### src/rtl/jpeg_pkg.sv
// Shared constants, types and helpers for the JPEG entropy-coded stream packer.
package jpeg_pkg;

  localparam int ACC_W     = 64;
  localparam int DC_CODE_W = 9;
  localparam int AC_CODE_W = 16;
  localparam int AMP_W     = 8;

  localparam logic [7:0] MARKER_BYTE = 8'hFF;
  localparam logic [7:0] STUFF_BYTE  = 8'h00;

  typedef enum logic [2:0] {
    ST_IDLE    = 3'd0,
    ST_DC_CODE = 3'd1,
    ST_DC_AMP  = 3'd2,
    ST_AC_CODE = 3'd3,
    ST_AC_AMP  = 3'd4
  } append_state_e;

  typedef struct packed {
    logic [DC_CODE_W-1:0] dc_code;
    logic [7:0]           dc_len;
    logic [AMP_W-1:0]     dc_amp;
    logic [7:0]           dc_size;
    logic [AC_CODE_W-1:0] ac_code;
    logic [7:0]           ac_len;
    logic [AMP_W-1:0]     ac_amp;
    logic [7:0]           ac_size;
    logic                 last;
  } capture_t;

  function automatic logic [7:0] clamp_len(input logic [7:0] len, input logic [7:0] max_len);
    return (len > max_len) ? max_len : len;
  endfunction

endpackage

### src/rtl/jpeg_byte_stuffer.sv
// Single-entry output stage: holds one byte for the consumer and follows every
// 0xFF it hands over with a stuffed 0x00.
module jpeg_byte_stuffer
  import jpeg_pkg::*;
(
  input  logic       clock,
  input  logic       reset_n,
  input  logic       in_valid,
  input  logic [7:0] in_byte,
  output logic       in_ready,
  output logic [7:0] byte_out,
  output logic       byte_valid,
  input  logic       byte_ready,
  output logic       empty_next
);

  logic       xfer;
  logic       valid_d;
  logic [7:0] data_d;

  // Handshake: a byte moves when byte_valid && byte_ready; while byte_valid is
  // high and byte_ready low, byte_out holds and byte_valid stays high. A new
  // byte may be loaded in the same cycle a non-marker byte leaves.
  always_comb begin
    xfer     = byte_valid && byte_ready;
    in_ready = !byte_valid || (xfer && (byte_out != MARKER_BYTE));
    valid_d  = byte_valid;
    data_d   = byte_out;
    if (xfer && (byte_out == MARKER_BYTE)) begin
      valid_d = 1'b1;
      data_d  = STUFF_BYTE;
    end else if (in_valid && in_ready) begin
      valid_d = 1'b1;
      data_d  = in_byte;
    end else if (xfer) begin
      valid_d = 1'b0;
    end
    empty_next = !valid_d;
  end

  always_ff @(posedge clock or negedge reset_n) begin
    if (!reset_n) begin
      byte_valid <= 1'b0;
      byte_out   <= 8'h00;
    end else begin
      byte_valid <= valid_d;
      byte_out   <= data_d;
    end
  end

endmodule

### src/rtl/huffman_bit_packer.sv
// Packs DC/AC Huffman codes and amplitude bits MSB-first into a byte stream,
// with 0xFF/0x00 stuffing, 1-bit padding on flush and a sticky error flag.
module huffman_bit_packer
  import jpeg_pkg::*;
#(
  parameter int ACC_W = jpeg_pkg::ACC_W
) (
  input  logic                 clock,
  input  logic                 reset_n,
  input  logic                 jpeg_out_enable,
  input  logic                 jpeg_out_end,
  input  logic [8:0]           jpeg_dc_out,
  input  logic [7:0]           jpeg_dc_out_length,
  input  logic [7:0]           jpeg_dc_code_list,
  input  logic [7:0]           jpeg_dc_code_size,
  input  logic [15:0]          huffman_code,
  input  logic [7:0]           huffman_code_length,
  input  logic [7:0]           code_out,
  input  logic [7:0]           code_size_out,
  input  logic                 flush,
  output logic [7:0]           byte_out,
  output logic                 byte_valid,
  input  logic                 byte_ready,
  output logic                 packer_busy,
  output logic                 flush_done,
  output logic                 overflow,
  output append_state_e        fsm_state
);

  localparam int CNT_W = $clog2(ACC_W + 1);

  append_state_e        state_q, state_d;
  capture_t             cap_q;
  logic                 first_in_block, flush_pend;
  logic [ACC_W-1:0]     acc_q, acc_d, add_mask, add_bits;
  logic [CNT_W-1:0]     acc_cnt, cnt_d;
  logic [AC_CODE_W-1:0] fld;
  logic [7:0]           raw_len, fld_w, add_len, pad_len, drain_byte;
  logic [31:0]          sum_w;
  logic                 cap_now, append_en, pad_en, clamp_err, acc_ovf, do_add;
  logic                 drain, st_in_ready, st_empty_next, done_now;

  always_comb begin
    cap_now   = jpeg_out_enable && (state_q == ST_IDLE) && !flush_pend;
    state_d   = state_q;
    fld       = '0;
    raw_len   = 8'd0;
    fld_w     = 8'd0;
    append_en = 1'b0;
    case (state_q)
      ST_IDLE: if (cap_now) state_d = first_in_block ? ST_DC_CODE : ST_AC_CODE;
      ST_DC_CODE: begin
        fld = AC_CODE_W'(cap_q.dc_code); raw_len = cap_q.dc_len;  fld_w = 8'(DC_CODE_W);
        append_en = 1'b1; state_d = ST_DC_AMP;
      end
      ST_DC_AMP: begin
        fld = AC_CODE_W'(cap_q.dc_amp);  raw_len = cap_q.dc_size; fld_w = 8'(AMP_W);
        append_en = 1'b1; state_d = ST_AC_CODE;
      end
      ST_AC_CODE: begin
        fld = cap_q.ac_code;             raw_len = cap_q.ac_len;  fld_w = 8'(AC_CODE_W);
        append_en = 1'b1; state_d = ST_AC_AMP;
      end
      ST_AC_AMP: begin
        fld = AC_CODE_W'(cap_q.ac_amp);  raw_len = cap_q.ac_size; fld_w = 8'(AMP_W);
        append_en = 1'b1; state_d = ST_IDLE;
      end
      default: state_d = ST_IDLE;
    endcase

    // Flush padding reuses the append path with an all-ones field.
    clamp_err = append_en && (raw_len > fld_w);
    pad_en    = flush_pend && (state_q == ST_IDLE) && (acc_cnt[2:0] != 3'd0);
    pad_len   = 8'd8 - 8'(acc_cnt[2:0]);
    add_len   = append_en ? clamp_len(raw_len, fld_w) : (pad_en ? pad_len : 8'd0);
    add_mask  = ~({ACC_W{1'b1}} << add_len);
    add_bits  = append_en ? (ACC_W'(fld) & add_mask) : add_mask;
    sum_w     = 32'(acc_cnt) + 32'(add_len);
    acc_ovf   = sum_w > 32'(ACC_W);
    do_add    = (add_len != 8'd0) && !acc_ovf;

    // Drain reads the pre-append accumulator; the appended bits land below it.
    drain      = (acc_cnt >= CNT_W'(8)) && st_in_ready;
    drain_byte = 8'(acc_q >> (acc_cnt - CNT_W'(8)));
    acc_d      = do_add ? ((acc_q << add_len) | add_bits) : acc_q;
    cnt_d      = acc_cnt + (do_add ? CNT_W'(add_len) : '0) - (drain ? CNT_W'(8) : '0);

    done_now = (flush || flush_pend) && (state_q == ST_IDLE) && !cap_now &&
               (acc_cnt == '0) && st_empty_next;
  end

  always_ff @(posedge clock or negedge reset_n) begin
    if (!reset_n) begin
      state_q        <= ST_IDLE;
      cap_q          <= '0;
      first_in_block <= 1'b1;
      flush_pend     <= 1'b0;
      acc_q          <= '0;
      acc_cnt        <= '0;
      flush_done     <= 1'b0;
      overflow       <= 1'b0;
    end else begin
      state_q <= state_d;
      if (cap_now) begin
        cap_q <= '{dc_code: jpeg_dc_out,  dc_len: jpeg_dc_out_length,
                   dc_amp:  jpeg_dc_code_list, dc_size: jpeg_dc_code_size,
                   ac_code: huffman_code, ac_len: huffman_code_length,
                   ac_amp:  code_out,     ac_size: code_size_out,
                   last:    jpeg_out_end};
      end
      acc_q      <= acc_d;
      acc_cnt    <= cnt_d;
      flush_done <= done_now;
      if (done_now)    flush_pend <= 1'b0;
      else if (flush)  flush_pend <= 1'b1;
      if (done_now)                   first_in_block <= 1'b1;
      else if (state_q == ST_AC_AMP)  first_in_block <= cap_q.last;
      if ((jpeg_out_enable && !cap_now) || clamp_err || acc_ovf) overflow <= 1'b1;
    end
  end

  jpeg_byte_stuffer u_stuffer (
    .clock      (clock),
    .reset_n    (reset_n),
    .in_valid   (acc_cnt >= CNT_W'(8)),
    .in_byte    (drain_byte),
    .in_ready   (st_in_ready),
    .byte_out   (byte_out),
    .byte_valid (byte_valid),
    .byte_ready (byte_ready),
    .empty_next (st_empty_next)
  );

  assign packer_busy = (state_q != ST_IDLE) || (acc_cnt != '0) || byte_valid;
  assign fsm_state   = state_q;

endmodule

### config.mk
export PLATFORM = sky130hd
export DESIGN_NAME = huffman_bit_packer
export DESIGN_NICKNAME = d
export VERILOG_FILES = /design/src/rtl/jpeg_pkg.sv /design/src/rtl/jpeg_byte_stuffer.sv /design/src/rtl/huffman_bit_packer.sv
export SDC_FILE = /design/constraint.sdc
export NUM_CORES = 1
export LEC_CHECK = 0
export CORE_AREA = 2 2 186 152
export CTS_CLUSTER_SIZE = 10
export DETAILED_ROUTE_END_ITERATION = 8
export DIE_AREA = 0 0 188 154
export PLACE_DENSITY = 0.8
export SLEW_MARGIN = 15
export SYNTH_ARGS = -nofsm -noshare
export SYNTH_HDL_FRONTEND = slang
export SYNTH_SLANG_ARGS = --single-unit
### constraint.sdc
create_clock -name clock -period 6.7 [get_ports clock]
set_input_delay 1.005 -clock clock [delete_from_list [all_inputs] [get_ports clock]]
set_output_delay 1.005 -clock clock [all_outputs]
set_load 0.03 [all_outputs]
==> summary.md, run 1 <==
| Metric | Value |
|---|---|
| Post-synthesis register bit count | `161` |
| Slowest stage cell, crit path | `or4b_4` |
| Synth Area in Simple Gates | `a little over a tenth` |
| Clock buffer depth | `2` |
| CP startpoint | `fsm_state[2]` |
| Die width | `188 µm` |
| IO buf count | `93` |
| CTS Sinks | `161` |
| Worst-case reg-to-reg path depth | `29` |
| Setup WS pre-CTS | `126 ps` |
| TritonCTS buffer count | `17` |
| Final net count | `1,459` |
| Hold WS | `508 ps` |
| Initial Utilization | `49.6%` |
| R2R Setup Slk | `270 ps` |
| Reg clk slew, reported paths | `70 ps` |
| Initial antenna violation count | `0` |
| Layout cells sized above 1 | `23.5%` |
| Dpl hpwl | `33.0 mm` |
| Synthesized area | `approximately 13,000 µm²` |
| IO Pins | `94` |
| Largest family of logic cells by synthesized area | `multiplexers` |
| GRT Overall Usage | `32.3%` |
| Post-synthesis sequential area ratio | `30.2%` |
| Worst Path Max Fanout | `15` |
| Vias in the first global route | `11,700` |
| DRC | `0` |
| Largest net degree at the start of global routing | `96` |
| Synth Area per Inst | `roughly 10 µm²` |
| Post-synth ARST share | `100%` |
| HP Class | `flop to flop` |
| Root Driver | `clkbuf_16` |
| DR iter-0 viols | `roughly 1,700` |
| DIE AREA | `29,000 µm²` |
| Core Region | `27,000 µm²` |
| Leading cell type in the layout, fill and taps excluded | `dfrtp_1` |
| Area share of fa/ha/maj cells after synthesis | `2.45%` |
| Delay-heaviest family, CP | `compound AO/OA/AOI/OAI gates` |
| # placed instances | `1,692` |
| Worst-skew pair later-pin latency | `around 460 ps` |
| Post-synthesis cell count | `about 1,300` |
| Gpl congestion | `1.01` |
| Hold Fails Final Rpt | `0` |
| Ant. Diodes | `0` |
| Levels on crit path | `29` |
| PnR worst setup slack | `270 ps` |
| CTS tree | `yes` |
| Crit path time final | `6430 ps` |
| Chip Height | `154 µm` |
| Worst Path Required | `about 7000 ps` |
| Final Non-Filler Cells | `1,732` |
| H-tree depth | `4` |
| Post-synth EDFFs | `0` |
| Arr. time, crit path | `6810 ps` |
| Largest stage delay, worst path | `540 ps` |
| Vias | `12,300` |
| Most used cell, CP | `ha_1` |
| CP startpoint kind | `flop` |
| Distinct cell type count after synthesis | `94` |
| Critical path destination | `acc_cnt[6]` |
| Post-CTS Hold Buffers | `0` |
| Multiplexer share of the synthesized area | `30.5%` |
| Crit Path Category | `flop to flop` |
| Crit. End Element | `flop` |
| Synth warnings | `0` |
| Tightest Pin Transition | `1180 ps` |
| First-pass GRT wire length | `71.4 mm` |
| Fin. max-slew vios | `0` |
| Remaining Overflow, GRT | `0` |
| Most frequent cells in the layout | `dfrtp_1 (155), nand2_1 (136), mux4_2 (110)` |
| Fmax achieved | `between 150 and 200 MHz` |
| Clk_skew | `~14 ps` |
| Num rows | `54` |
| Vias per inst | `around 7.1` |
| Synth Area in XOR/XNOR | `0.721%` |
| Routed length per instance | `roughly 27 µm` |
| Reg2reg end | `acc_cnt[6]` |
| Max-Slew Margin vs Limit | `21.2%` |
| Synth-to-Final Area Change | `14.8%` |
| Synth Flop Type | `dfrtp_1` |
| Synth Area in Compound Gates | `20.1%` |
| 1st-pass router iterations | `6` |
| Reg2reg start | `fsm_state[2]` |
| Endpoints failing setup | `0` |
| Status | `finished, final reports clean` |
| DRT Wirelength | `roughly 46 mm` |
| Buf/Inv on CP | `4` |
| Fin crit share | `around 96%` |
| Post-DRT Antenna Nets | `0` |
| Max_cap viols | `0` |
==> Yosys cell counts, types with 5 or more instances <==
| master | count | share of area [%] |
|---|---|---|
| a211oi_1 | 19 | 1.1 |
| a21oi_1 | 82 | 3.1 |
| a221o_1 | 8 | 0.60 |
| a221oi_1 | 6 | 0.39 |
| a22o_1 | 18 | 1.2 |
| a22oi_1 | 77 | 4.3 |
| a31oi_1 | 6 | 0.28 |
| a32oi_1 | 7 | 0.46 |
| and2_1 | 5 | 0.23 |
| and3_1 | 5 | 0.23 |
| buf_1 | 19 | 0.53 |
| buf_2 | 11 | 0.41 |
| buf_4 | 6 | 0.34 |
| clkbuf_1 | 70 | 2.0 |
| dfrtp_1 | 160 | 30 |
| ha_1 | 23 | 2.2 |
| inv_1 | 41 | 1.2 |
| mux2_2 | 88 | 7.4 |
| mux2i_1 | 49 | 3.7 |
| mux4_2 | 110 | 19 |
| nand2_1 | 137 | 3.8 |
| nand3_1 | 29 | 1.1 |
| nor2_1 | 60 | 1.7 |
| nor2b_1 | 10 | 0.47 |
| nor3_1 | 22 | 0.82 |
| o211a_1 | 6 | 0.45 |
| o211ai_1 | 19 | 1.1 |
| o21ai_0 | 79 | 3.0 |
| o21bai_1 | 5 | 0.28 |
| o22ai_1 | 12 | 0.56 |
| xor2_1 | 7 | 0.46 |
==> layer usage <==
layer / vias up / track usage (%) / wire, µm
met1: 6080 / 45.8 / 18300
li1: 5186 / - / -
met5: - / 0 / 0
met4: 0 / 8.70 / 1170
met2: 939 / 47.1 / 19900
met3: 108 / 11.0 / 6560
==> tightest hold or removal path: cells and delay by family, from the launching register on <==
kind	cells	cell delay (ps)
AOI/OAI and AO/OA	1	60
buffers and inverters	1	50
DFF	1	360
==> what timing repair did <==
item                                    CTS  global route
buffers inserted                          0             8
gates resized for setup                   0            12
endpoints found under the setup margin    0             7
hold endpoints to repair                  0             0
==> flip-flops by register name (all words and copies together) (netlist names) <==
register	flops
cap_q	74
acc_q	64
u_stuffer.byte_out	8
acc_cnt	7
fsm_state	3
first_in_block	1
flush_done	1
flush_pend	1
overflow	1
u_stuffer.byte_valid	1
==> how the worst min path moves through the flow <==
| stage | startpoint | end | slack, ps | cells after the start |
|---|---|---|---|---|
| CTS | cap_q[52] | cap_q[52] | 510 | 1 |
| detailed placement | overflow | overflow | 480 | 2 |
| global placement | cap_q[25] | cap_q[25] | 490 | 1 |
| global route | cap_q[23] | cap_q[23] | 530 | 1 |
| floorplan | cap_q[2] | cap_q[2] | 470 | 1 |
| finish | overflow | overflow | 510 | 2 |
==> stage by stage <==
step	utilization, %	cell area, µm²	TNS (ps)
after floorplan	-	13400	0
after global placement	54.0	14600	0
after detailed placement	54.0	14600	0
after CTS	56.4	15200	0
after global routing	56.9	15300	-14.7
final	56.9	15300	0
==> cell families (layout without fill, tap and decap cells) <==
family / count (synthesis) / count (layout)
xor gates and xnor gates: 11 / 11
and+or+nand+nor: 303 / 303
muxes: 252 / 252
other: 2 / 3
adders and majority gates: 25 / 25
AOI/OAI and AO/OA: 395 / 395
buffers and inverters: 158 / 218
DFF: 161 / 161
==> layout make-up <==
cell class	instances	area (µm²)
Inverter	47	184
Clock inverter	14	208
Clock buffer	18	439
Multi-Input combinational cell	989	8730
Tap cell	364	455
Fill cell	2188	11600
Timing Repair Buffer	139	1290
Sequential cell	161	4040
Power of run 1 is left out: the tool's default activity adds up to more than one toggle a clock period on the data nets, which glitch-free logic cannot reach.
==> run 2, diff against run 1 <==
ABC_AREA = 1   (was default)
CORE_AREA = 2 2 187 153   (was 2 2 186 152)
DIE_AREA = 0 0 189 155   (was 0 0 188 154)
PLACE_DENSITY = 0.79   (was 0.8)
==> run 2 against run 1 <==
Net effect: the run now ends with DRC left; sequential share of layout area up 0.43 points; critical path depth is 5 higher; global-route usage is 0.60 points higher; synthesized area increased by 1.3%; fmax grew 4.0%; non-clock buffer count fell by 22; die area increased by 1.2%; critical path type unchanged; highest routed layer unchanged; final cell count rose by 49%; utilization down 2.3 points; first-iteration DRC count up 62%.
==> summary.md, run 2 <==
| Metric | Value |
|---|---|
| Routed length per instance | `18.6 µm (-30%)` |
| Synth Area in Simple Gates | `46.4% (+36 points)` |
| Synthesized area | `13,500 µm² (+1.3%)` |
| Status | `complete, but fails checks` |
| Top cells by count, synth | `nand2_1 (790), nand3_1 (496), dfrtp_1 (160), o21ai_0 (143), inv_1 (114)` |
| Clk_skew | `18.1 ps (+4.18 ps)` |
| Worst Path Required | `7070 ps (about the same)` |
| Cell accounting for the most synthesized area | `dfrtp_1` |
| Dpl hpwl | `34.3 mm (+3.8%)` |
| Worst Path Max Fanout | `13 (-2)` |
| Num rows | `55 (+1.9%)` |
| Synth-to-Final Area Change | `11.3%` |
| Hold Fails Final Rpt | `0 (unchanged)` |
| Vias in the first global route | `14,200 (+21%)` |
| DRC | `4 (+4)` |
| Worst-skew pair later-pin latency | `450 ps (about the same)` |
| Gpl congestion | `0.951 (-6.2%)` |
| Post-synth EDFFs | `0 (unchanged)` |
| Max FFs per register | `74 (unchanged)` |
| Ant. Diodes | `0 (unchanged)` |
| Top cell type's share of synthesized area | `29.6% (-0.38 points)` |
| Post-synthesis cell count | `2,206 (+69%)` |
| Post-synthesis sequential area ratio | `29.8% (-0.38 points)` |
| Most flops, register | `cap_q` |
| 1st-pass router iterations | `9 (+3)` |
| Remaining Overflow, GRT | `0 (unchanged)` |
| CTS tree | `yes` |
| Largest net degree at the start of global routing | `96 (unchanged)` |
| Initial antenna violation count | `0 (unchanged)` |
| H-tree depth | `4 (unchanged)` |
| CP startpoint kind | `flop` |
| Most instantiated library cell after synthesis | `nand2_1` |
| Largest stage delay, worst path | `520 ps (-20 ps)` |
| Synth Area in Compound Gates | `11.8% (-8.3 points)` |
| Synth Area in XOR/XNOR | `0.777% (+0.056 points)` |
| Multiplexer share of the synthesized area | `0.370% (-30 points)` |
| Vias per inst | `6.11 (-14%)` |
| Fmax achieved | `162 MHz (+4.0%)` |
| Vias | `15,800 (+28%)` |
| Synth Flop Type | `dfrtp_1` |
| Crit. End Element | `flop` |
| Reg clk slew, reported paths | `70 ps (about the same)` |
| Max_cap viols | `0 (unchanged)` |
| Arr. time, crit path | `6550 ps (-260 ps)` |
| Root Driver | `clkbuf_16` |
| Layout cells sized above 1 | `5.19% (-18 points)` |
| DRT Wirelength | `48.2 mm (+4.9%)` |
| DIE AREA | `29,300 µm² (+1.2%)` |
| Distinct cell type count after synthesis | `46 (-51%)` |
| Synth Area per Inst | `6.14 µm² (-40%)` |
| IO buf count | `93 (unchanged)` |
| Post-synthesis register bit count | `161 (unchanged)` |
| DR iter-0 viols | `2,750 (+62%)` |
| IO Pins | `94 (unchanged)` |
| TritonCTS buffer count | `17 (unchanged)` |
| Main area contributors after synthesis | `dfrtp_1 (30%), nand2_1 (22%), nand3_1 (18%)` |
| CTS Sinks | `161 (unchanged)` |
| Top Registers | `cap_q x74, acc_q x64, u_stuffer.byte_out x8` |
| Endpoints failing setup | `0 (unchanged)` |
| Chip Height | `155 µm (+0.65%)` |
| Initial Utilization | `49.0% (-0.53 points)` |
| Die width | `189 µm (+0.53%)` |
| Clock buffer depth | `2 (unchanged)` |
| Fin. max-slew vios | `0 (unchanged)` |
| Crit Path Category | `flop to flop` |
| Final net count | `2,307 (+58%)` |
| Most frequent cells in the layout | `nand2_1 (789), nand3_1 (496), dfrtp_1 (159)` |
| Largest family of logic cells by synthesized area | `simple AND/OR/NAND/NOR gates` |
| Fin crit share | `92.3% (-3.7 points)` |
| Post-DRT Antenna Nets | `0 (unchanged)` |
| HP Class | `flop to flop` |
| Post-CTS Hold Buffers | `0 (unchanged)` |
| Setup TNS | `0 ps (unchanged)` |
| Core Region | `27,600 µm² (+2.4%)` |
| Max-Slew Margin vs Limit | `26.9% (+5.6 points)` |
| Post-synth ARST share | `100% (unchanged)` |
| Crit path time final | `6180 ps (-249 ps)` |
| Slowest stage cell, crit path | `fa_1` |
| Synth warnings | `0 (unchanged)` |
| Tightest Pin Transition | `1100 ps (-86.3 ps)` |
| First-pass GRT wire length | `76.9 mm (+7.7%)` |
| Failing checks | `DRC` |
| Leading cell type in the layout, fill and taps excluded | `nand2_1` |
| Area share of fa/ha/maj cells after synthesis | `2.42% (-0.031 points)` |
| Unrepaired setup endpoints after global routing | `false` |
| GRT Overall Usage | `32.9% (+0.60 points)` |
[run 2: layout make-up]
type                    instances  area (µm²)
clock buffers                  22         464
clock inverters                10         103
fillers                      2701       12500
inverters                     135         507
multi-input cells            1771        8390
flip-flops and latches        161        4030
well taps                     370         463
repair buffers                117        1110
[run 2: layer usage]
layer  share of wire [%]  vias up  global-route usage [%]
li1                    -     7360                       -
met1                  44     7276                    48.2
met2                  40     1060                    46.3
met3                  14      114                    10.9
met4                 2.1        0                    8.11
met5                   0        -                       0
[run 2: worst paths after layout]
kind / startpoint / to / slack [ps] / cells after the start
min: cap_q[64] / cap_q[64] / 480 / 2
max: fsm_state[0] / acc_cnt[6] / 520 / 34
max in group asynchronous: reset_n / acc_cnt[0] / 4960 / 2
min reg2reg: cap_q[64] / cap_q[64] / 480 / 2
min in group asynchronous: reset_n / cap_q[31] / 570 / 1
max reg2reg: fsm_state[0] / acc_cnt[6] / 520 / 34
[run 2: worst max-delay path, delay by kind of cell, from the launching register on]
family	cells	cell delay [ps]
AND/OR/NAND/NOR	15	1820
adder cells (fa/ha/maj)	5	1720
AO/OA/AOI/OAI	8	1390
flip-flops	1	510
buffers and inverters	4	410
XOR/XNOR	2	250
[run 2: what timing repair did]
| action | in CTS | in global routing |
|---|---|---|
| endpoints found under the setup margin | 0 | 1 |
| buffers inserted | 0 | 3 |
| gates resized for setup | 0 | 1 |
[run 2: stage by stage]
step	cells	hold WS (ps)	area [µm²]	utilization [%]	worst slack [ps]
floorplan	2207	442	13500	-	854
global placement	2551	454	14500	52.5	815
detailed placement	2551	460	14500	52.5	530
CTS	2583	476	15000	54.5	461
global route	2586	485	15100	54.6	65.5
finish	2586	479	15100	54.6	519
[run 2: kinds of logic (layout without fill, tap and decap cells)]
logic type               count (synthesis)  count (layout)
other                                    2               3
adder cells (fa/ha/maj)                 25              25
AO/OA/AOI/OAI                          275             275
multiplexers                             5               5
XOR/XNOR                                12              12
flip-flops                             161             161
buffers and inverters                  275             284
AND/OR/NAND/NOR                       1451            1451
Power of run 2 is left out for the same reason.
